==> src/rtl/jtframe_romrq_arb.sv <==
// jtframe_romrq_arb: N-slot cached ROM request arbiter in front of a 32-bit SDRAM read port
module jtframe_romrq_arb #(
    parameter int                  SLOTS     = 4,
    parameter int                  AW        = 18,
    parameter logic [SLOTS-1:0]    DW16      = '0,
    parameter int                  RR        = 1,
    parameter logic [SLOTS*22-1:0] OFFSETS   = '0,
    parameter int                  READY_DLY = 16
) (
    input  logic                  clk,
    input  logic                  rst,
    input  logic [SLOTS-1:0]      slot_cs,
    input  logic [SLOTS*AW-1:0]   slot_addr,
    output logic [SLOTS*16-1:0]   slot_dout,
    output logic [SLOTS-1:0]      slot_ok,
    input  logic                  downloading,
    output logic                  sdram_req,
    input  logic                  sdram_ack,
    input  logic                  data_rdy,
    output logic [21:0]           sdram_addr,
    input  logic [31:0]           data_read,
    output logic                  refresh_en,
    output logic                  ready
);
    localparam int GW = SLOTS > 1 ? $clog2(SLOTS) : 1;
    localparam int TW = AW - 1;
    localparam int CW = $clog2(READY_DLY + 1);

    typedef enum logic [1:0] {IDLE, REQ, WAIT} state_t;

    state_t           state_q, state_d;
    logic             req_q, req_d;
    logic [21:0]      addr_q, addr_d;
    logic [GW-1:0]    g_q, g_d, ptr_q, ptr_d, grant;
    logic [TW-1:0]    ltag_q, ltag_d;
    logic [31:0]      data_q [SLOTS];
    logic [TW-1:0]    ctag_q [SLOTS];
    logic [SLOTS-1:0] valid_q;
    logic [TW-1:0]    tag_w [SLOTS];
    logic [21:0]      waddr_w [SLOTS];
    logic [SLOTS-1:0] hit, pend;
    logic             any_pend, fill;
    logic [CW-1:0]    cnt_q;
    logic             ready_q;

    for (genvar i = 0; i < SLOTS; i++) begin : g_slot
        logic [AW-1:0] a;
        assign a = slot_addr[i*AW +: AW];
        assign tag_w[i] = DW16[i] ? a[AW-1:1] : {1'b0, a[AW-1:2]};
        assign waddr_w[i] = OFFSETS[i*22 +: 22] + (DW16[i] ? 22'({a[AW-1:1], 1'b0}) : 22'({1'b0, a[AW-1:2], 1'b0}));
        assign hit[i] = slot_cs[i] & valid_q[i] & (ctag_q[i] == tag_w[i]);
        assign slot_dout[i*16 +: 16] = DW16[i] ? (a[0] ? data_q[i][31:16] : data_q[i][15:0])
                                               : {8'd0, data_q[i][{a[1:0], 3'b000} +: 8]};
    end

    assign pend       = slot_cs & ~hit;
    assign any_pend   = |pend;
    assign slot_ok    = hit;
    assign sdram_req  = req_q;
    assign sdram_addr = addr_q;
    assign ready      = ready_q;
    assign refresh_en = (state_q == IDLE && !any_pend) || downloading;

    // Grant the first pending slot, searching upward from ptr in round-robin mode or from 0 otherwise
    always_comb begin
        logic [GW:0] s;
        s = '0;
        grant = '0;
        for (int k = SLOTS - 1; k >= 0; k--) begin
            s = ((RR != 0) ? {1'b0, ptr_q} : '0) + (GW+1)'(k);
            if (s >= (GW+1)'(SLOTS)) s = s - (GW+1)'(SLOTS);
            if (pend[s[GW-1:0]]) grant = s[GW-1:0];
        end
    end

    // Transaction FSM: one outstanding miss, filled into the latched slot with the latched tag
    always_comb begin
        state_d = state_q;
        req_d   = req_q;
        addr_d  = addr_q;
        g_d     = g_q;
        ltag_d  = ltag_q;
        ptr_d   = ptr_q;
        fill    = 1'b0;
        if (downloading) begin
            state_d = IDLE;
            req_d   = 1'b0;
        end else case (state_q)
            IDLE: if (any_pend) begin
                g_d     = grant;
                addr_d  = waddr_w[grant];
                ltag_d  = tag_w[grant];
                req_d   = 1'b1;
                state_d = REQ;
                ptr_d   = (RR != 0) ? (grant == GW'(SLOTS - 1) ? '0 : grant + 1'b1) : ptr_q;
            end
            REQ: if (sdram_ack) begin
                req_d   = 1'b0;
                fill    = data_rdy;
                state_d = data_rdy ? IDLE : WAIT;
            end
            WAIT: if (data_rdy) begin
                fill    = 1'b1;
                state_d = IDLE;
            end
            default: state_d = IDLE;
        endcase
    end

    // FSM and request registers
    always_ff @(posedge clk) begin
        if (rst) begin
            state_q <= IDLE;
            req_q   <= 1'b0;
            addr_q  <= '0;
            g_q     <= '0;
            ltag_q  <= '0;
            ptr_q   <= '0;
        end else begin
            state_q <= state_d;
            req_q   <= req_d;
            addr_q  <= addr_d;
            g_q     <= g_d;
            ltag_q  <= ltag_d;
            ptr_q   <= ptr_d;
        end
    end

    // One-word cache per slot; a download invalidates everything every cycle
    always_ff @(posedge clk) begin
        if (rst) begin
            valid_q <= '0;
            for (int k = 0; k < SLOTS; k++) begin
                data_q[k] <= '0;
                ctag_q[k] <= '0;
            end
        end else if (downloading) begin
            valid_q <= '0;
        end else if (fill) begin
            valid_q[g_q] <= 1'b1;
            data_q[g_q]  <= data_read;
            ctag_q[g_q]  <= ltag_q;
        end
    end

    // Ready rises READY_DLY cycles after downloading ends and holds until the next download or reset
    always_ff @(posedge clk) begin
        if (rst || downloading) begin
            cnt_q   <= '0;
            ready_q <= 1'b0;
        end else if (!ready_q) begin
            cnt_q   <= cnt_q + 1'b1;
            ready_q <= cnt_q == CW'(READY_DLY - 1);
        end
    end
endmodule

==> config.mk <==
export PLATFORM = sky130hd
export DESIGN_NAME = jtframe_romrq_arb
export DESIGN_NICKNAME = d
export VERILOG_FILES = /design/src/rtl/jtframe_romrq_arb.sv
export SDC_FILE = /design/constraint.sdc
export NUM_CORES = 1
export LEC_CHECK = 0
export CAP_MARGIN = 20
export CORE_MARGIN = 2
export CORE_UTILIZATION = 40
export DETAILED_ROUTE_END_ITERATION = 10
export PLACE_DENSITY_LB_ADDON = 0.08
export SLEW_MARGIN = 20
export SYNTH_ARGS = -nofsm -noshare
export SYNTH_HDL_FRONTEND = slang
export SYNTH_SLANG_ARGS = --single-unit
==> constraint.sdc <==
create_clock -name clk -period 3.9 [get_ports clk]
set_input_delay 0.78 -clock clk [delete_from_list [all_inputs] [get_ports clk]]
set_output_delay 0.78 -clock clk [all_outputs]
set_load 0.01 [all_outputs]
==> summary.txt <==
Setup path
  – Critical Path End Type: primary output
  – Critical Path AT: 3.05 ns
  – Slowest stage delay, CP: 0.55 ns
  – WS Path Type: in2out
  – Cell depth of the worst flop-to-flop path: 11
  – CP delay by family, top: simple AND/OR/NAND/NOR gates
  – CP Cell Sequence: clkdlybuf4s50_1, xnor2_1, nand4_1, or4_4, o21a_4, nor4_4, a21o_1, clkdlybuf4s15_2
  – CP Buf/Inv Count: 2
  – R2r startpoint: ctag_q[1][2]$_SDFFCE_PN0P_
  – R2r setup slk: 0.89 ns
  – Slowest library cell on the worst path: clkdlybuf4s50_1
  – Worst-path maximum fanout: 2
  – Critical path launch point type: input port
  – R2r endpoint: sdram_addr[13]$_SDFFE_PP0P_
  – Worst path required time: 3.12 ns

Timing
  – Slew HR: 27.52%
  – Post-layout min period: 3.827 ns
  – Layout Skew: 0.01366 ns
  – Final-report setup violation count: 0
  – Period Utilization, post-route: 98.14%
  – Final TNS setup: 0 ns
  – Max-slew violation count: 0
  – Tightest Pin Transition: 1.087 ns
  – Fin. Hold Viols: 0
  – Fmax: 261.3 MHz

Min path
  – Hold/Removal Path Class: reg2reg
  – Hold depth: 2
  – Hold wc startpoint: valid_q[2]$_SDFFE_PP0P_
  – Worst Hold End: valid_q[2]$_SDFFE_PP0P_

Die
  – Starting Density: 40.67%
  – Die Width: 166.6 um
  – Core area: 25980 um^2
  – Num ports: 206
  – Site Rows: 59
  – Die Area: 27740 um^2
  – Die Span Y: 166.6 um

Route
  – 1st-iter DRT viols: 553
  – Drt via density: 5.012
  – DR vias: 7002
  – DR WL/cell: 20.81 um
  – DRT Pass-1 Iters: 5
  – Antenna Nets Post-Route: 0
  – Total wire length: 29070 um
  – DRC: 0

Yosys
  – Post-synthesis sequential area ratio: 60.80%
  – Multiplexer share of the synthesized area: 10.15%
  – Synthesized instance count: 835
  – Main synth FF type: edfxtp_1
  – Asr flop ratio synth: 0%
  – XOR/XNOR Fraction of Synth Area: 5.635%
  – Synth cell types: 55
  – Synth warnings: 0
  – Post-Syn Area: 10570 um^2
  – Post-synth EDFFs: 192
  – Main combinational cell family by area after synthesis: simple AND/OR/NAND/NOR gates
  – Syn Area/Cell: 12.66 um^2
  – Flop and latch count out of synthesis: 225
  – Post-synthesis adder-cell area fraction: 0.5919%
  – Simple-gate share of the synthesized area: 11.93%
  – Compound-Gate Fraction of Synth Area: 4.238%

Finish
  – Fin cells: 1397
  – Area Overhead vs Synth: 30.20%
  – Design area: 13760 um^2
  – Nets: 1160
  – # fillers: 2307
  – Utilization after layout: 52.96%
  – Diodes inserted: 0
  – Register area: 6426 um^2
  – Multi-input logic area: 3676 um^2
  – Share of cells above drive strength 1: 14.78%

CTS
  – Inserted Clock Buffers: 26
  – CTS root buffer: clkbuf_16
  – CTS Sinks: 225
  – CTS tree: yes
  – CTS H-tree lvls: 1
  – Worst-skew pair later-pin latency: 0.53 ns
  – Worst-path clk slew: 0.05 ns
  – Longest Clk Path Bufs: 3

Flow run
  – Max-cap violation count: 0

Power
  – Leak: 5.374 nW
  – Peak supply drop: 0.3276 mV
  – Final Power: 5.726 mW
  – Pwr/cell area: 416.1 nW/um^2

Placed design
  – Post-DP HPWL: 20740 um
  – I/O Buffers: 167
  – Placed cells: 1349
  – Placed instance area: 12890 um^2
  – Placer Congestion: 0.8281

GRT
  – Vias in the first global route: 7016
  – All-Layer GR Usage: 20.55%
  – First-pass GRT wire length: 42860 um
  – Number of antenna violations at the first check in global routing: 1
  – Largest net degree at the start of global routing: 50
  – Congestion Overflow GR: 0

Run status
  – Status: finished clean
## what timing repair did
action | in CTS | in global routing
setup buffers | 0 | 0
setup endpoints to repair | 1 | 1
pin swaps | 3 | 7
gates resized for setup | 4 | 18
hold buffers | 0 | 0
## flip-flops by register name (all words and copies together) (netlist names)
name / flops
cnt_q: 5
ctag_q: 64
data_q: 128
g_q: 2
ptr_q: 2
ready: 1
sdram_addr: 16
sdram_req: 1
state_q: 2
valid_q: 4
## cell families after synthesis
family,Yosys count
fa+ha+maj,5
simple gates,286
compound gates,47
buf+inv,136
other cells,1
xor+xnor,68
flops,225
mux,67
## cell type report
class,count,area share (%)
multi-input cells,511,26.71
inverters,57,1.555
repair buffers,221,16.30
clock buffers,35,5.119
clock inverters,13,0.5637
flip-flops and latches,225,46.70
well taps,335,3.046
## metal layers
layer / wire (um) / global-route usage (%) / up-vias
li1: - / - / 3289
met1: 11950 / 26.44 / 3408
met2: 14410 / 35.48 / 257
met3: 1990 / 4.420 / 46
met4: 702 / 5.172 / 2
met5: 11 / 0 / -
## report_power, final
group | switching (mW) | internal [mW] | total (mW)
sequential | 0.0466 | 2.70 | 2.74
combinational | 0.371 | 0.385 | 0.756
clock | 0.959 | 1.27 | 2.22
total | 1.38 | 4.35 | 5.73
## per-stage QoR
stage / setup slack, ns / hold WS [ns]
after global placement: -0.4534 / 0.4388
after global routing: -0.006988 / 0.4717
after floorplan: 0.7341 / 0.4232
after CTS: 0.01222 / 0.4504
final: 0.07266 / 0.4511
after detailed placement: -0.4175 / 0.4417
## worst max-delay path by stage
stage,start,cells past startpoint,end
floorplan,slot_addr[22],6,refresh_en
global placement,slot_addr[31],9,refresh_en
detailed placement,slot_addr[31],9,refresh_en
CTS,slot_addr[31],9,refresh_en
global route,slot_addr[70],9,refresh_en
finish,slot_addr[21],8,refresh_en
## placed cells by master, fill, tap and decap left out, types with 8 or more instances in the layout
| cell type | netlist | final |
|---|---|---|
| o221ai_2 | 11 | 11 |
| buf_12 | 0 | 11 |
| a21oi_1 | 9 | 9 |
| conb_1 | 1 | 38 |
| xor2_1 | 30 | 30 |
| edfxtp_1 | 192 | 192 |
| nand2_1 | 56 | 56 |
| buf_4 | 41 | 43 |
| xnor2_1 | 38 | 34 |
| dfxtp_1 | 33 | 33 |
| nor2_1 | 165 | 165 |
| dlymetal6s2s_1 | 0 | 11 |
| clkdlybuf4s50_1 | 0 | 155 |
| clkbuf_16 | 0 | 26 |
| nand3b_1 | 17 | 17 |
| inv_1 | 57 | 57 |
| mux4_2 | 32 | 32 |
| mux2i_1 | 34 | 34 |
| nand4_1 | 8 | 8 |
## synthesized netlist by cell type (all sizes together) (12+ instances only)
cell	instances	area (um^2)
edfxtp	192	5766
nor2	166	625.6
inv	57	214.0
nand2	57	216.5
buf	51	380.4
xnor2	38	332.8
mux2i	34	340.3
dfxtp	33	660.6
mux4	32	720.7
xor2	30	262.8
clkbuf	28	105.1
nand3b	17	127.6
o221ai	17	217.7
nor4	12	81.33
## worst register-to-register path, stage by stage, from the launching register on
cell	delay, ns
edfxtp_1	0.41
xnor2_2	0.21
nand4_1	0.16
or4_4	0.55
buf_4	0.16
o21ai_0	0.19
buf_4	0.15
o221ai_1	0.16
a2bb2oi_4	0.24
buf_12	0.21
mux2i_1	0.32
o221ai_2	0.13
Power figures use the tool's default switching activity.
==> RTL change 1 (config.mk and constraints unchanged) <==
`READY_DLY`: 16 -> 32.
--- a/src/rtl/jtframe_romrq_arb.sv
+++ b/src/rtl/jtframe_romrq_arb.sv
@@ -5,7 +5,7 @@
     parameter logic [SLOTS-1:0]    DW16      = '0,
     parameter int                  RR        = 1,
     parameter logic [SLOTS*22-1:0] OFFSETS   = '0,
-    parameter int                  READY_DLY = 16
+    parameter int                  READY_DLY = 32
 ) (
     input  logic                  clk,
     input  logic                  rst,
Check against the original RTL: no difference found for any inputs over 4 cycles, from zero or initial values and one cycle with rst high; that may be too few to reach the edited logic, so the function may still have changed.
==> RTL change 1 against the unedited design <==
The flow now finishes with violations (design-rule violations); synthesized cell count is 0.24% lower; sequential cell count is 1 higher; count of clock-buffer cells in the layout is 1 higher; via count is 1.0% higher; sequential share of layout area is 0.44 points lower; critical path type unchanged; power is 5.2% higher; final area is 1.3% higher; clock power is 12% higher; worst setup slack better by 0.094 ns; area after synthesis is 1.2% higher; utilization is 0.36 points higher; wire length is 2.5% lower; clock skew is 0.00072 ns lower.
==> RTL change 1: results (changes against the unedited design) <==
status finished with violations; failing checks design-rule violations; number of port buffers 167 (unchanged); # diodes 0 (unchanged); maximum number of pins on one net before global-route repair 82 (+64%); worst-path maximum fanout 2 (unchanged); clock buffer count from CTS 26 (unchanged); HP Class flip-flop to flip-flop; Worst EP arrival 2.95 ns (-0.10 ns); routed len/inst 20.32 um (-2.3%); first-pass iteration count of the detailed router 7 (+2); Reg2Reg Setup Slack 0.82 ns (-0.07 ns); drc violations 10 (+10); Post-synth EDFFs 192 (unchanged); Setup Buffers After CTS 0 (unchanged); Skew-Pair Late Insertion Delay 0.52 ns; first-pass GRT wire length 42.26 mm (-1.4%); end of the worst register-to-register path sdram_addr[1]; Most flops, register data_q; fmax 267.8 MHz (+2.5%); CTS clock-pin slew for the worst setup and hold paths 0.06 ns; sequential cell area fraction in the yosys report 0.6029 (-0.005171); H-Tree Depth 1 (unchanged); Worst Max-Slew Pin Slew 0.7692 ns (-0.3179 ns); Tot GR Track Use 0.1989 (-0.006638); top post-synthesis cells by area edfxtp_1 (54%), mux4_2 (6.7%), dfxtp_1 (6.4%), nor2_1 (4.8%), mux2i_1 (3.5%); VDD IR-drop max 0.2647 mV (-19%); placed cell areas 13020 um^2 (+1.1%); hpwl dp 19.39 mm (-6.5%); commonest cells in the netlist edfxtp_1 (192), nor2_1 (137), nand2_1 (47); DR iter-0 viols 552 (-0.18%); YS warnings 0 (unchanged); Max clock buf depth 3 (unchanged); antenna violations before repair 0 (-1); clk_skew 0.01294 ns (-0.0007222 ns); Final #Nets 1159 (-0.086%); fraction of registers with async set/reset 0 (unchanged); vias in the first global route 6988 (-0.40%); Worst Setup EP refresh_en; layout cell share with drive strength beyond 1 0.1481 (+0.0002789); synth unique cells 50 (-9.1%); P_leak 5.604 nW (+4.3%); routability cong. 0.7878 (-4.9%); setup slack at placement -0.4312 ns (-0.01368 ns); Net Sw Power 1.377 mW (about the same); fillcell total 2256 (-2.2%); CTS Root Cell clkbuf_16; routed vias/inst 5.072 (+1.2%); Critical R2R Launch ctag_q[0][8]; number of flip-flops in the largest register 128 (unchanged); Critical path origin slot_addr[9]; r2r worst-path depth 10 (-1)
-- RTL change 1: power by group through the flow --
stage	combinational [mW]	sequential [mW]	clock, mW
after floorplan	0.390	2.81	0
after global placement	0.778	2.81	0
after detailed placement	0.779	2.81	0
after CTS	0.781	2.76	2.53
after global routing	0.822	2.78	2.61
final	0.773	2.77	2.48
-- RTL change 1: kinds of logic (layout without fill, tap and decap cells) --
family / after synthesis / after routing / synth area share
AND/OR/NAND/NOR: 288 / 288 / 0.1270
flip-flops: 226 / 226 / 0.6029
buffers and inverters: 128 / 318 / 0.06167
multiplexers: 69 / 69 / 0.1020
XOR/XNOR: 68 / 68 / 0.05570
AO/OA/AOI/OAI: 48 / 48 / 0.04458
adder cells (fa/ha/maj): 5 / 5 / 0.005851
other: 1 / 38 / 0.0003507
-- RTL change 1: area by class of cell --
class	count	area (um^2)	area share
multi-input cells	516	3797	0.2725
inverters	46	172.7	0.01239
well taps	335	419.2	0.03008
flip-flops and latches	226	6446	0.4626
clock inverters	11	150.1	0.01078
repair buffers	225	2228	0.1599
clock buffers	36	719.4	0.05163
-- RTL change 1: worst max-delay path, stage by stage --
cell and delay, ns:
clkdlybuf4s50_1 0.49, xnor2_1 0.13, nand4_1 0.16, or4_4 0.53, o21a_4 0.22, nor4_4 0.26, buf_4 0.15, a21o_1 0.10
clkbuf_2 0.12
-- RTL change 1: worst min-delay path by stage --
stage / from / end / slack [ns] / cells after the start
detailed placement: valid_q[0] / valid_q[0] / 0.46 / 2
CTS: valid_q[0] / valid_q[0] / 0.48 / 2
floorplan: valid_q[0] / valid_q[0] / 0.44 / 2
global placement: valid_q[0] / valid_q[0] / 0.45 / 2
finish: valid_q[2] / valid_q[2] / 0.48 / 2
global route: valid_q[2] / valid_q[2] / 0.50 / 2
-- RTL change 1: through the flow --
step / hold WS [ns] / instances
finish: 0.4781 / 1395
global route: 0.4964 / 1395
CTS: 0.4771 / 1395
detailed placement: 0.4641 / 1348
global placement: 0.4490 / 1348
floorplan: 0.4364 / 870
-- RTL change 1: repair_timing --
action / CTS / global route
endpoints found under the hold margin: 0 / 0
setup endpoints to repair: 2 / 2
gates resized for setup: 11 / 10
pin swaps: 4 / 7
-- RTL change 1: per-layer routing --
metal	track usage	wire [um]
met1	0.2923	13010
met2	0.3209	13290
met3	0.02576	1663
met4	0.03705	386
met5	0	0
==> RTL change 2 (same settings) <==
Made on the original files. The 3 states of `state_t` get a one-hot encoding in 3 bits.
--- a/src/rtl/jtframe_romrq_arb.sv
+++ b/src/rtl/jtframe_romrq_arb.sv
@@ -26,7 +26,7 @@
     localparam int TW = AW - 1;
     localparam int CW = $clog2(READY_DLY + 1);
 
-    typedef enum logic [1:0] {IDLE, REQ, WAIT} state_t;
+    typedef enum logic [2:0] {IDLE = 3'b001, REQ = 3'b010, WAIT = 3'b100} state_t;
 
     state_t           state_q, state_d;
     logic             req_q, req_d;
Function: no difference found for any inputs over 4 cycles, from zero or initial values and one cycle with rst high; so few cycles prove little.
==> RTL change 2 against the unedited design <==
Critical path depth rose by 3; sequential cell count rose by 1; power rose by 6.2%; final area rose by 0.18%; wire length fell by 0.53%; area after synthesis barely moved; worst setup slack improved by 0.091 ns; clock skew rose by 0.0058 ns; sequential share of layout area rose by 0.061 points; largest power group unchanged.
==> RTL change 2: results (changes against the unedited design) <==
sequential cell area fraction in the yosys report 0.6104 (+0.002328); antenna violations before repair 0 (-1); Non-clk bufs 225 (+1.8%); end of the worst register-to-register path sdram_addr[15]; # diodes 0 (unchanged); Tcrit/Tclk final 0.9581 (-0.02323); max incr delay on CP 0.43 ns (-0.12 ns); top post-synthesis cells by area edfxtp_1 (55%), mux4_2 (6.8%), dfxtp_1 (6.4%), nor2_1 (5.8%), xnor2_1 (4.1%); status finished clean; layout cell share with drive strength beyond 1 0.1540 (+0.006156); commonest cells in the netlist edfxtp_1 (192), nor2_1 (164), inv_1 (58); buffering overhead 0.1594 (-0.003653); Post-Syn Instances 838 (+0.36%); routed vias/inst 5.005 (-0.14%); CLK BUF 30 (-14%); Seq cells 226 (+0.44%); hpwl dp 20.73 mm (about the same); Die ar. 27720 um^2 (about the same); placed cell areas 12840 um^2 (-0.38%); Critical R2R Launch ctag_q[3][13]; Reg area 6446 um^2 (+0.31%); Worst Max-Slew Pin Slew 0.9164 ns (-0.1707 ns); vias in the first global route 6963 (-0.76%); Worst EP arrival 2.96 ns (-0.09 ns); clock-cell share of area 0.06626 (+0.009427); DR iter-0 viols 652 (+18%); post-cts sizing count 14 (+10); WL final 28.92 mm (-0.53%); footprint of the multi-input gates 3588 um^2 (-2.4%); routability cong. 0.8022 (-3.1%); Final #Nets 1161 (+0.086%); fillcell total 2280 (-1.2%); first-pass GRT wire length 43.37 mm (+1.2%); Seq area share 0.4676 (+0.0006053); VDD IR-drop max 0.3065 mV (-6.5%); r2r worst-path depth 13 (+2); Hold Startpoint valid_q[1]; Tot GR Track Use 0.2066 (+0.001060); multi-input gates 507 (-0.78%)
-- RTL change 2: cells by family after synthesis --
| group | after synthesis | synth area share |
|---|---|---|
| flip-flops | 226 | 0.6104 |
| AND/OR/NAND/NOR | 290 | 0.1232 |
| other | 1 | 0.0003551 |
| adder cells (fa/ha/maj) | 3 | 0.003554 |
| AO/OA/AOI/OAI | 42 | 0.03732 |
| multiplexers | 67 | 0.1014 |
| buffers and inverters | 142 | 0.06824 |
| XOR/XNOR | 67 | 0.05556 |
-- RTL change 2: worst max path at each step --
stage | start | end | cells past startpoint
2_1_floorplan | sdram_ack | ctag_q[0][0] | 6
6_report | slot_addr[69] | refresh_en | 11
3_3_place_gp | slot_addr[8] | refresh_en | 10
3_5_place_dp | slot_addr[8] | refresh_en | 10
4_1_cts | slot_addr[71] | refresh_en | 11
5_1_grt | slot_addr[61] | refresh_en | 11
-- RTL change 2: worst max-delay path: cells and delay by family --
family                    cells  cell delay [ns]
buffers and inverters         4             0.88
and+or+nand+nor               4             0.75
AOI/OAI and AO/OA             2             0.39
xor gates and xnor gates      1             0.17
-- RTL change 2: stage by stage --
stage	hold WS (ns)	total power, mW	std cells
5_1_grt	0.4812	6.264	1400
3_3_place_gp	0.4397	3.534	1351
4_1_cts	0.4689	6.134	1399
2_1_floorplan	0.4258	3.165	875
3_5_place_dp	0.4485	3.537	1351
6_report	0.4681	6.083	1400
-- RTL change 2: power breakdown --
| group | switching, mW | leakage [nW] | internal [mW] |
|---|---|---|---|
| combinational | 0.335 | 2.62 | 0.390 |
| clock | 1.01 | 0.442 | 1.60 |
| sequential | 0.0488 | 2.25 | 2.71 |
-- RTL change 2: per-layer routing --
metal	GRT usage	wire length, um
met5	0	0
met4	0.04760	666
met3	0.02567	1839
met2	0.3135	12730
met1	0.3180	13680
